File: src/rtl/ps2_mouse_ctrl.sv
// rtl/ps2_mouse_ctrl.sv - PS/2 mouse init sequencer and stream packet assembler
//
// Purpose:
//   Drives the mouse init handshake on the aux byte channel (FF reset, FA ack,
//   AA BAT, 00 ID, F4 enable, FA ack). It retries the whole sequence on a bad
//   byte, a transmit error or a timeout, and it latches an error once the
//   retries are used up. In stream mode it assembles movement packets into a
//   one-entry record buffer for the register block.
//   Optional wheel support: define PS2_MOUSE_WHEEL_EN. The init sequence then
//   adds the F3 C8 / F3 64 / F3 50 knock, F2 and an ID read. ID 03 selects
//   4-byte packets.
//
// Ports:
//   clk, rst             clock, asynchronous active-high reset
//   restart              pulse: abandon everything, restart init from FF
//   tx_aux_*             command byte out, write held until ack/error pulse
//   rx_aux_*             received byte in, rx_aux_read consumes it
//   init_done/init_error stream enabled / retries exhausted (sticky)
//   pkt_valid/pkt_ready  packet record handshake
//   pkt_buttons/dx/dy/ovf/dz  packet record fields
//   pkt_dropped          pulse: completed packet lost, buffer was full
module ps2_mouse_ctrl #(
    parameter int TIMEOUT_CYCLES = 26000000,
    parameter int MAX_RETRIES    = 3
) (
    input  logic       clk,
    input  logic       rst,
    input  logic       restart,
    output logic [7:0] tx_aux_data,
    output logic       tx_aux_write,
    input  logic       tx_aux_write_ack,
    input  logic       tx_error_no_aux_ack,
    input  logic [7:0] rx_aux_data,
    input  logic       rx_aux_data_ready,
    output logic       rx_aux_read,
    output logic       init_done,
    output logic       init_error,
    output logic       pkt_valid,
    input  logic       pkt_ready,
    output logic [2:0] pkt_buttons,
    output logic [8:0] pkt_dx,
    output logic [8:0] pkt_dy,
    output logic [1:0] pkt_ovf,
    output logic [3:0] pkt_dz,
    output logic       pkt_dropped
);

    localparam int TW = (TIMEOUT_CYCLES > 0) ? $clog2(TIMEOUT_CYCLES + 1) : 1;
    localparam int RW = (MAX_RETRIES > 0) ? $clog2(MAX_RETRIES + 1) : 1;
    localparam logic [TW-1:0] TMAX = TW'(TIMEOUT_CYCLES);
    localparam logic [RW-1:0] RMAX = RW'(MAX_RETRIES);

    typedef enum logic [3:0] {
        S_RST_TX,
        S_W_ACK,
        S_W_BAT,
        S_W_ID,
        S_SR_TX,
        S_SR_ACK,
        S_ID_TX,
        S_ID_ACK,
        S_W_ID2,
        S_EN_TX,
        S_W_EN_ACK,
        S_STREAM,
        S_FAIL,
        S_ERROR
    } state_t;

    state_t          state_q;
    logic [RW-1:0]   retries_q;
    logic [TW-1:0]   timer_q;
    logic [1:0]      idx_q;
    logic            rd_q;
    logic [7:0]      rx_byte_q;
    logic [7:0]      tx_data_q;
    logic            tx_write_q;
    logic            init_done_q;
    logic            init_error_q;
    logic            pkt_valid_q;
    logic [2:0]      buttons_q;
    logic [8:0]      dx_q;
    logic [8:0]      dy_q;
    logic [1:0]      ovf_q;
    logic            dropped_q;
    // Packet header without the always-one sync bit: {ovf[1:0], sy, sx, buttons[2:0]}
    logic [6:0]      hdr_q;
    logic [7:0]      b1_q;

    // Per-state command byte (transmit states) or expected byte (wait states)
    logic [7:0]      st_byte;
    state_t          st_next;
    logic            byte_ok;
    logic            timed_out;
    logic            pkt_done;
    logic [7:0]      pkt_b2;

`ifdef PS2_MOUSE_WHEEL_EN
    logic [2:0]      sr_idx_q;
    logic            wheel_q;
    logic [7:0]      b2_q;
    logic [3:0]      dz_q;
    logic [7:0]      sr_cmd;

    // Sample-rate knock: F3 C8 F3 64 F3 50
    always_comb begin
        sr_cmd = 8'hF3;
        case (sr_idx_q)
            3'd1:    sr_cmd = 8'hC8;
            3'd3:    sr_cmd = 8'h64;
            3'd5:    sr_cmd = 8'h50;
            default: sr_cmd = 8'hF3;
        endcase
    end
`endif

    always_comb begin
        st_byte = 8'hFA;
        st_next = S_ERROR;
        case (state_q)
            S_RST_TX:   begin st_byte = 8'hFF; st_next = S_W_ACK;    end
            S_W_ACK:    begin st_byte = 8'hFA; st_next = S_W_BAT;    end
            S_W_BAT:    begin st_byte = 8'hAA; st_next = S_W_ID;     end
`ifdef PS2_MOUSE_WHEEL_EN
            S_W_ID:     begin st_byte = 8'h00; st_next = S_SR_TX;    end
            S_SR_TX:    begin st_byte = sr_cmd; st_next = S_SR_ACK;  end
            S_SR_ACK:   begin
                st_byte = 8'hFA;
                st_next = (sr_idx_q == 3'd5) ? S_ID_TX : S_SR_TX;
            end
            S_ID_TX:    begin st_byte = 8'hF2; st_next = S_ID_ACK;   end
            S_ID_ACK:   begin st_byte = 8'hFA; st_next = S_W_ID2;    end
            S_W_ID2:    begin st_byte = 8'h00; st_next = S_EN_TX;    end
`else
            S_W_ID:     begin st_byte = 8'h00; st_next = S_EN_TX;    end
`endif
            S_EN_TX:    begin st_byte = 8'hF4; st_next = S_W_EN_ACK; end
            S_W_EN_ACK: begin st_byte = 8'hFA; st_next = S_STREAM;   end
            default:    begin st_byte = 8'hFA; st_next = S_ERROR;    end
        endcase
    end

    always_comb begin
        timed_out = (timer_q == TMAX);
`ifdef PS2_MOUSE_WHEEL_EN
        // The ID read after the knock accepts 03 (wheel) as well as 00
        byte_ok  = (rx_byte_q == st_byte) ||
                   ((state_q == S_W_ID2) && (rx_byte_q == 8'h03));
        pkt_done = (state_q == S_STREAM) && rd_q &&
                   (((idx_q == 2'd2) && !wheel_q) || (idx_q == 2'd3));
        pkt_b2   = wheel_q ? b2_q : rx_byte_q;
`else
        byte_ok  = (rx_byte_q == st_byte);
        pkt_done = (state_q == S_STREAM) && rd_q && (idx_q == 2'd2);
        pkt_b2   = rx_byte_q;
`endif
    end

    // The byte is captured when rx_aux_data_ready is sampled and is acted on in
    // the following cycle, the one in which rx_aux_read is high. That cycle
    // (rd_q) is the byte event for the state machine.
    always_ff @(posedge clk or posedge rst) begin
        if (rst) begin
            state_q      <= S_RST_TX;
            retries_q    <= '0;
            timer_q      <= '0;
            idx_q        <= 2'd0;
            rd_q         <= 1'b0;
            rx_byte_q    <= 8'h00;
            tx_data_q    <= 8'h00;
            tx_write_q   <= 1'b0;
            init_done_q  <= 1'b0;
            init_error_q <= 1'b0;
            pkt_valid_q  <= 1'b0;
            buttons_q    <= 3'd0;
            dx_q         <= 9'd0;
            dy_q         <= 9'd0;
            ovf_q        <= 2'd0;
            dropped_q    <= 1'b0;
            hdr_q        <= 7'd0;
            b1_q         <= 8'h00;
`ifdef PS2_MOUSE_WHEEL_EN
            sr_idx_q     <= 3'd0;
            wheel_q      <= 1'b0;
            b2_q         <= 8'h00;
            dz_q         <= 4'd0;
`endif
        end else begin
            // Byte consumption runs in every state. rd_q is never high twice in a row.
            rd_q <= rx_aux_data_ready & ~rd_q;
            if (rx_aux_data_ready & ~rd_q) begin
                rx_byte_q <= rx_aux_data;
            end

            // One-entry output buffer. A completion in the handshake cycle reloads it.
            dropped_q <= 1'b0;
            if (pkt_valid_q && pkt_ready) begin
                pkt_valid_q <= 1'b0;
            end
            if (pkt_done) begin
                if (!pkt_valid_q || pkt_ready) begin
                    pkt_valid_q <= 1'b1;
                    buttons_q   <= hdr_q[2:0];
                    dx_q        <= {hdr_q[3], b1_q};
                    dy_q        <= {hdr_q[4], pkt_b2};
                    ovf_q       <= hdr_q[6:5];
`ifdef PS2_MOUSE_WHEEL_EN
                    dz_q        <= wheel_q ? rx_byte_q[3:0] : 4'd0;
`endif
                end else begin
                    dropped_q <= 1'b1;
                end
            end

            if (restart) begin
                state_q      <= S_RST_TX;
                retries_q    <= '0;
                timer_q      <= '0;
                idx_q        <= 2'd0;
                tx_write_q   <= 1'b0;
                init_done_q  <= 1'b0;
                init_error_q <= 1'b0;
                pkt_valid_q  <= 1'b0;
            end else begin
                case (state_q)
                    S_RST_TX, S_EN_TX, S_SR_TX, S_ID_TX: begin
                        timer_q   <= '0;
                        tx_data_q <= st_byte;
                        if (tx_aux_write_ack) begin
                            tx_write_q <= 1'b0;
                            state_q    <= st_next;
                        end else if (tx_error_no_aux_ack) begin
                            tx_write_q <= 1'b0;
                            state_q    <= S_FAIL;
                        end else begin
                            tx_write_q <= 1'b1;
                        end
                    end

                    S_W_ACK, S_W_BAT, S_W_ID, S_SR_ACK, S_ID_ACK, S_W_ID2, S_W_EN_ACK: begin
                        if (rd_q) begin
                            timer_q <= '0;
                            if (byte_ok) begin
                                state_q <= st_next;
                                if (state_q == S_W_EN_ACK) begin
                                    init_done_q <= 1'b1;
                                    idx_q       <= 2'd0;
                                end
`ifdef PS2_MOUSE_WHEEL_EN
                                if (state_q == S_W_ID) begin
                                    sr_idx_q <= 3'd0;
                                end
                                if (state_q == S_SR_ACK) begin
                                    sr_idx_q <= sr_idx_q + 3'd1;
                                end
                                if (state_q == S_W_ID2) begin
                                    wheel_q <= (rx_byte_q == 8'h03);
                                end
`endif
                            end else begin
                                state_q <= S_FAIL;
                            end
                        end else if (timed_out) begin
                            state_q <= S_FAIL;
                        end else begin
                            timer_q <= timer_q + TW'(1);
                        end
                    end

                    S_FAIL: begin
                        timer_q <= '0;
                        if (retries_q < RMAX) begin
                            retries_q <= retries_q + RW'(1);
                            state_q   <= S_RST_TX;
                        end else begin
                            init_error_q <= 1'b1;
                            state_q      <= S_ERROR;
                        end
                    end

                    S_STREAM: begin
                        if (rd_q) begin
                            timer_q <= '0;
                            case (idx_q)
                                2'd0: begin
                                    // Bit 3 of the first byte is always set; otherwise resync
                                    if (rx_byte_q[3]) begin
                                        hdr_q <= {rx_byte_q[7:4], rx_byte_q[2:0]};
                                        idx_q <= 2'd1;
                                    end
                                end
                                2'd1: begin
                                    b1_q  <= rx_byte_q;
                                    idx_q <= 2'd2;
                                end
                                2'd2: begin
`ifdef PS2_MOUSE_WHEEL_EN
                                    if (wheel_q) begin
                                        b2_q  <= rx_byte_q;
                                        idx_q <= 2'd3;
                                    end else begin
                                        idx_q <= 2'd0;
                                    end
`else
                                    idx_q <= 2'd0;
`endif
                                end
                                default: idx_q <= 2'd0;
                            endcase
                        end else if (idx_q != 2'd0) begin
                            // Stalled partial packet: drop it and wait for a new header
                            if (timed_out) begin
                                idx_q   <= 2'd0;
                                timer_q <= '0;
                            end else begin
                                timer_q <= timer_q + TW'(1);
                            end
                        end
                    end

                    S_ERROR: begin
                        timer_q <= '0;
                    end

                    default: state_q <= S_ERROR;
                endcase
            end
        end
    end

    assign tx_aux_data  = tx_data_q;
    assign tx_aux_write = tx_write_q;
    assign rx_aux_read  = rd_q;
    assign init_done    = init_done_q;
    assign init_error   = init_error_q;
    assign pkt_valid    = pkt_valid_q;
    assign pkt_buttons  = buttons_q;
    assign pkt_dx       = dx_q;
    assign pkt_dy       = dy_q;
    assign pkt_ovf      = ovf_q;
    assign pkt_dropped  = dropped_q;
`ifdef PS2_MOUSE_WHEEL_EN
    assign pkt_dz       = dz_q;
`else
    assign pkt_dz       = 4'd0;
`endif

endmodule

File: config.mk
export PLATFORM = sky130hd
export DESIGN_NAME = ps2_mouse_ctrl
export DESIGN_NICKNAME = d
export VERILOG_FILES = /design/src/rtl/ps2_mouse_ctrl.sv
export SDC_FILE = /design/constraint.sdc
export NUM_CORES = 1
export LEC_CHECK = 0
export CORE_ASPECT_RATIO = 0.8
export CORE_MARGIN = 2
export CORE_UTILIZATION = 50
export DETAILED_ROUTE_END_ITERATION = 6
export PLACE_DENSITY_LB_ADDON = 0.1
export SLEW_MARGIN = 20
export SYNTH_ARGS = -nofsm -noshare
export SYNTH_HDL_FRONTEND = slang
export SYNTH_SLANG_ARGS = --single-unit
File: constraint.sdc
create_clock -name clk -period 2.7 [get_ports clk]
set_input_delay 0.27 -clock clk [delete_from_list [all_inputs] [get_ports clk]]
set_output_delay 0.27 -clock clk [all_outputs]
set_load 0.02 [all_outputs]
### Yosys cells after proc, flatten, opt, wreduce, memory -nomap -nowiden

Index checks and enable logic that the tools add are counted.

| word-level totals | value |
|---|---|
| register bits | 93 |
| output and inout bits | 41 |

| operators by class | value |
|---|---|
| order comparisons | 1 |
| eq/ne operators | 28 |
| bitwise logic cells | 3 |
| muxes and demuxes | 48 |
| $add $sub $neg | 2 |
| reduce and logical (&&, ||, !) cells | 31 |

Operators by type and width:

| kind | count |
|---|---|
| 25-bit two-way mux | 6 |
| 25-bit case mux with 3 select lines | 1 |
| 8-bit case mux with 4 select lines | 1 |
| 4-bit two-way mux | 7 |
| 25-bit by 1-bit adder with 25-bit output (second input constant) | 1 |
| 25-bit == test (second input constant) | 1 |
| 4-bit == test (second input constant) | 6 |
| 4-bit case mux with 6 select lines | 1 |
| 2-bit two-way mux | 11 |
| 1-bit two-way mux | 18 |
| 4-bit by 3-bit == test with 1-bit output (second input constant) | 4 |
| 4-bit inequality test (second input constant) | 4 |
| 4-bit case mux with 4 select lines | 1 |
| 2-bit nonzero test | 8 |
| 3-bit inequality test (second input constant) | 3 |
| 4-bit by 2-bit == test with 1-bit output (second input constant) | 2 |
| 8-bit == test | 1 |
| 2-bit case mux with 2 select lines | 2 |
| 2-bit AND reduction | 4 |
| 4-bit AND reduction | 2 |
| 7-bit AND reduction | 1 |
| 7-bit OR reduction | 1 |
| 3-bit AND reduction | 2 |
| 6-bit OR reduction | 1 |
| other kinds (21) | 24 |

### Logic depth before layout (Yosys ltp)

| depth | value |
|---|---|
| word-level depth | 7 |
| gate-level depth with buffers | 11 |

### Worst setup path before layout

OpenSTA, ideal clock, no wires.

| path | value |
|---|---|
| kind | reg2reg |
| start | reg state_q[2] |
| end | reg state_q[1] |
| stages on the path, launching flop included | 10 |
| arrival time | 2.159 ns |
| clock period less this slack | 2.225 ns |
| required time | 2.634 ns |
| setup slack | 0.475 ns |
| cell sequence | dfrtp_1 buf_2 nand2b_1 or4_4 a221oi_2 and3_1 buf_6 o31ai_2 nor4_2 a221o_1 |

| on the way | value |
|---|---|
| cells in the longest elaborated chain, start to end | 7 |
| elaborated cells on any way between the ends | 29 |
| those cells by class | eq/ne (17); mux (7); reduce/logical (5) |

RTL lines:

| element | line | source |
|---|---|---|
| from (decl) | 70 | `state_t state_q;` |
| from (signal assigned) | 231 | `state_q <= st_next;` |
| from (signal assigned) | 244 | `state_q <= st_next;` |
| 4-bit == test, or another cell as far along | 120, 225 |  |
| 8-bit case mux with 4 select lines | 120 | `case (state_q)` |
| 8-bit == test | 153 | `byte_ok = (rx_byte_q == st_byte);` |
| 4-bit two-way mux | 243 | `if (byte_ok) begin` |
| 4-bit two-way mux | 241 | `if (rd_q) begin` |
| 4-bit case mux with 4 select lines | 225 | `case (state_q)` |
| 4-bit two-way mux | 215 | `if (restart) begin` |

Parallel ways exist; a longest one is shown, timed or not.
A chain may end at the register's enable or synchronous reset.

### Final worst setup path

| path | value |
|---|---|
| start | reg state_q[3] |
| end | reg state_q[1] |

The elaborated chain is that of the path after synthesis.

==> results.json <==
{
  "status": "finished, final reports clean",
  "cts.reportedPaths.clkPinSlew_ps": 70,
  "ys_warn_count": 0,
  "post_cts_buffers": 0,
  "holdCritPathClass": "in2async",
  "core_area_um2": 9000,
  "seq_area_um2": 2250,
  "most-common-layout-cells": "dfrtp_1, clkdlybuf4s50_1, o21ai_0, mux2_2, nor2_1",
  "chipWidth_um": 111,
  "synth_cells": 454,
  "timing.rr.end": "state_q[1]$_DFFE_PP0P_",
  "netlist.top_cell.by_area": "dfrtp_1",
  "rsz0062_at_grt": "no",
  "cp.arrival_ps": 2760,
  "cts_tree": "built",
  "netlist_area_pre_place_um2": 4590,
  "reg2reg_depth": 7,
  "final.setup_skew_ps": 6.34,
  "power_frac_comb": 0.279,
  "drv.max_cap_violation_count": 0,
  "critical_path_required_time_ps": 2980,
  "drt-initial-drc-count": 209,
  "placement_rows": 31,
  "final_common_cell": "dfrtp_1",
  "cts.repair.resized": 0,
  "p_sw_frac": 0.333,
  "post-route-drc-count": 0,
  "cts_max_level": 3,
  "finalWorstSetupSlack_ps": 214,
  "r2r-start": "state_q[3]$_DFFE_PP0P_",
  "grt_pass1_wl_mm": 18.1,
  "crit_path_max_fanout": 11,
  "syn-mean-instance-area_um2": 10.1,
  "die_h_um": 89.7,
  "synth-edff-count": 0,
  "ranking_of_synthesized_cells_by_area": "dfrtp_1, mux2_2, o21ai_0",
  "vias": 3658,
  "ys_async_sr_fraction": 1.00,
  "final-max-slew-violation-count": 0,
  "wl_per_cell_um": 16.8,
  "sequentialPowerShare": 0.394,
  "finalCritPeriodShare": 0.921,
  "unique_cell_type_count_in_the_yosys_netlist": 55,
  "post_synthesis_sequential_element_count": 90,
  "top_level_ports": 56,
  "first_global_vias": 3477,
  "finalHoldViolations": 0,
  "ir_worst_vdd_v": 0.000467,
  "setup_tns_ps": 0,
  "grt_usage": 0.224,
  "synth_sequential_area_ratio": 0.490,
  "p_int_mw": 2.58,
  "setup_violations": 0,
  "clock_sinks": 90,
  "die_outline_area_um2": 9970,
  "global_route_overflow": 0,
  "grt_max_degree": 91,
  "finalNetCount": 522,
  "final_antenna_net_count": 0,
  "io_buffers": 51,
  "period_minus_slack_ps": 2490,
  "fmaxAchievable_ghz": 0.402,
  "synth_flop_cell": "dfrtp_1",
  "multiInputGateArea_um2": 2140,
  "post-place-ws_ps": 282,
  "final_layout_size_suffix_gt1_frac": 0.191,
  "clk_lat_worst_skew_ps": 340,
  "layout-area-overhead-vs-synth_pct": 21.0,
  "clockRootBuffer": "clkbuf_16",
  "p_sw_mw": 1.29,
  "critical_path_class": "reg2reg",
  "power.clock.fraction": 0.327,
  "cp-start-kind": "flip-flop",
  "power_per_cell_area_nw_per_um2": 697,
  "power.static_leakage_nw": 2.40,
  "grt_antenna_before_repair": 0,
  "routed_wirelength_mm": 10.5,
  "hpwl_detailed_mm": 7.24,
  "initial_utilization": 0.510,
  "reg2reg_slack_ps": 210,
  "antenna-diode-count": 0,
  "crit_path_end_kind": "flip-flop",
  "n_fill_cell": 767,
  "globalplace.congestion": 0.916,
  "detail_route.vias_per_cell": 5.86,
  "cts_hold_buffers": 0,
  "drt-pass1-iter-count": 4,
  "cts_buffers": 9,
  "synth_top_cell_area_share": 0.490,
  "cts_buffer_depth": 2
}
[worst max path at each step]
stage | startpoint | endpoint | cells after the start
after floorplan | rst | b1_q[0]$_DFFE_PP0P_ | 1
after global placement | state_q[2]$_DFFE_PP0P_ | state_q[1]$_DFFE_PP0P_ | 8
after detailed placement | state_q[3]$_DFFE_PP0P_ | state_q[1]$_DFFE_PP0P_ | 7
after CTS | state_q[3]$_DFFE_PP0P_ | state_q[1]$_DFFE_PP0P_ | 7
after global routing | state_q[3]$_DFFE_PP0P_ | state_q[1]$_DFFE_PP0P_ | 7
final | state_q[3]$_DFFE_PP0P_ | state_q[1]$_DFFE_PP0P_ | 7
[flip-flops by register name, indices dropped and copies added (netlist names)]
name and cells:
timer_q 25, pkt_dx 9, pkt_dy 9, b1_q 8, pkt_b2 8, hdr_q 7
tx_aux_data 5, state_q 4, pkt_buttons 3, idx_q 2, pkt_ovf 2, retries_q 2
init_done 1, init_error 1, pkt_dropped 1, pkt_valid 1, rx_aux_read 1, tx_aux_write 1
[Yosys cell counts, types with 3 or more instances]
cell	count
buf_2	10
mux2i_1	3
a21oi_1	21
and4_1	7
mux2_2	46
nor2_1	37
or3_1	4
nor4b_1	4
clkbuf_1	13
nor4_1	3
xnor2_1	3
nand2b_1	4
o21ai_0	46
and3_1	7
inv_1	9
or2_2	6
a31oi_1	10
ha_1	3
nand4_1	9
o31ai_1	6
nor3_1	16
nand2_1	25
dfrtp_1	90
buf_4	7
nor2b_1	9
nand3_1	16
a211oi_1	3
[critical path, cell delays in order (launching register included)]
cell      delay (ps)
dfrtp_1          510
xnor2_1          210
or4_4            430
a221oi_2         370
and3_1           390
o31ai_2          120
nor4_1           240
a221o_1          160
[layer usage]
| layer | global-route usage | vias up | share of wire |
|---|---|---|---|
| met5 | 0 | - | 0 |
| met4 | 0.0607 | 0 | 0.014 |
| met3 | 0.0546 | 16 | 0.049 |
| met2 | 0.334 | 109 | 0.47 |
| met1 | 0.330 | 1781 | 0.47 |
| li1 | - | 1752 | - |
[cell type report]
cell class,count,share of cell area
Inverter,9,0.00631
Sequential cell,90,0.405
Tap cell,115,0.0259
Multi-Input combinational cell,324,0.386
Timing Repair Buffer,70,0.122
Clock buffer,9,0.0405
Clock inverter,7,0.0135
[stage by stage]
stage / util / total power [mW] / hold slack (ps) / std cells / instance area, um2
finish: 0.617 / 3.87 / 338 / 624 / 5550
global route: 0.617 / 4.09 / 373 / 624 / 5550
CTS: 0.617 / 3.89 / 372 / 624 / 5550
detailed placement: 0.584 / 2.61 / 479 / 608 / 5250
global placement: 0.584 / 2.61 / 474 / 608 / 5250
floorplan: - / 2.29 / 422 / 457 / 4600
[kinds of logic (layout without fill, tap and decap cells)]
group                    after synthesis  in the layout  share of synthesized area
AO/OA/AOI/OAI                        105            105                      0.139
XOR/XNOR                               5              5                    0.00954
adder cells (fa/ha/maj)                3              3                    0.00818
buffers and inverters                 43             95                     0.0455
flip-flops                            90             90                      0.490
multiplexers                          49             49                      0.119
other                                  1              4                   0.000817
AND/OR/NAND/NOR                      158            158                      0.187
[power by group through the flow]
stage | logic, mW | registers (mW) | clock network, mW
4_1_cts | 1.07 | 1.52 | 1.30
2_1_floorplan | 0.755 | 1.54 | 0
6_report | 1.08 | 1.52 | 1.27
3_3_place_gp | 1.07 | 1.55 | 0
3_5_place_dp | 1.06 | 1.55 | 0
5_1_grt | 1.20 | 1.54 | 1.35
No activity file was read; power rests on OpenSTA's default activity.
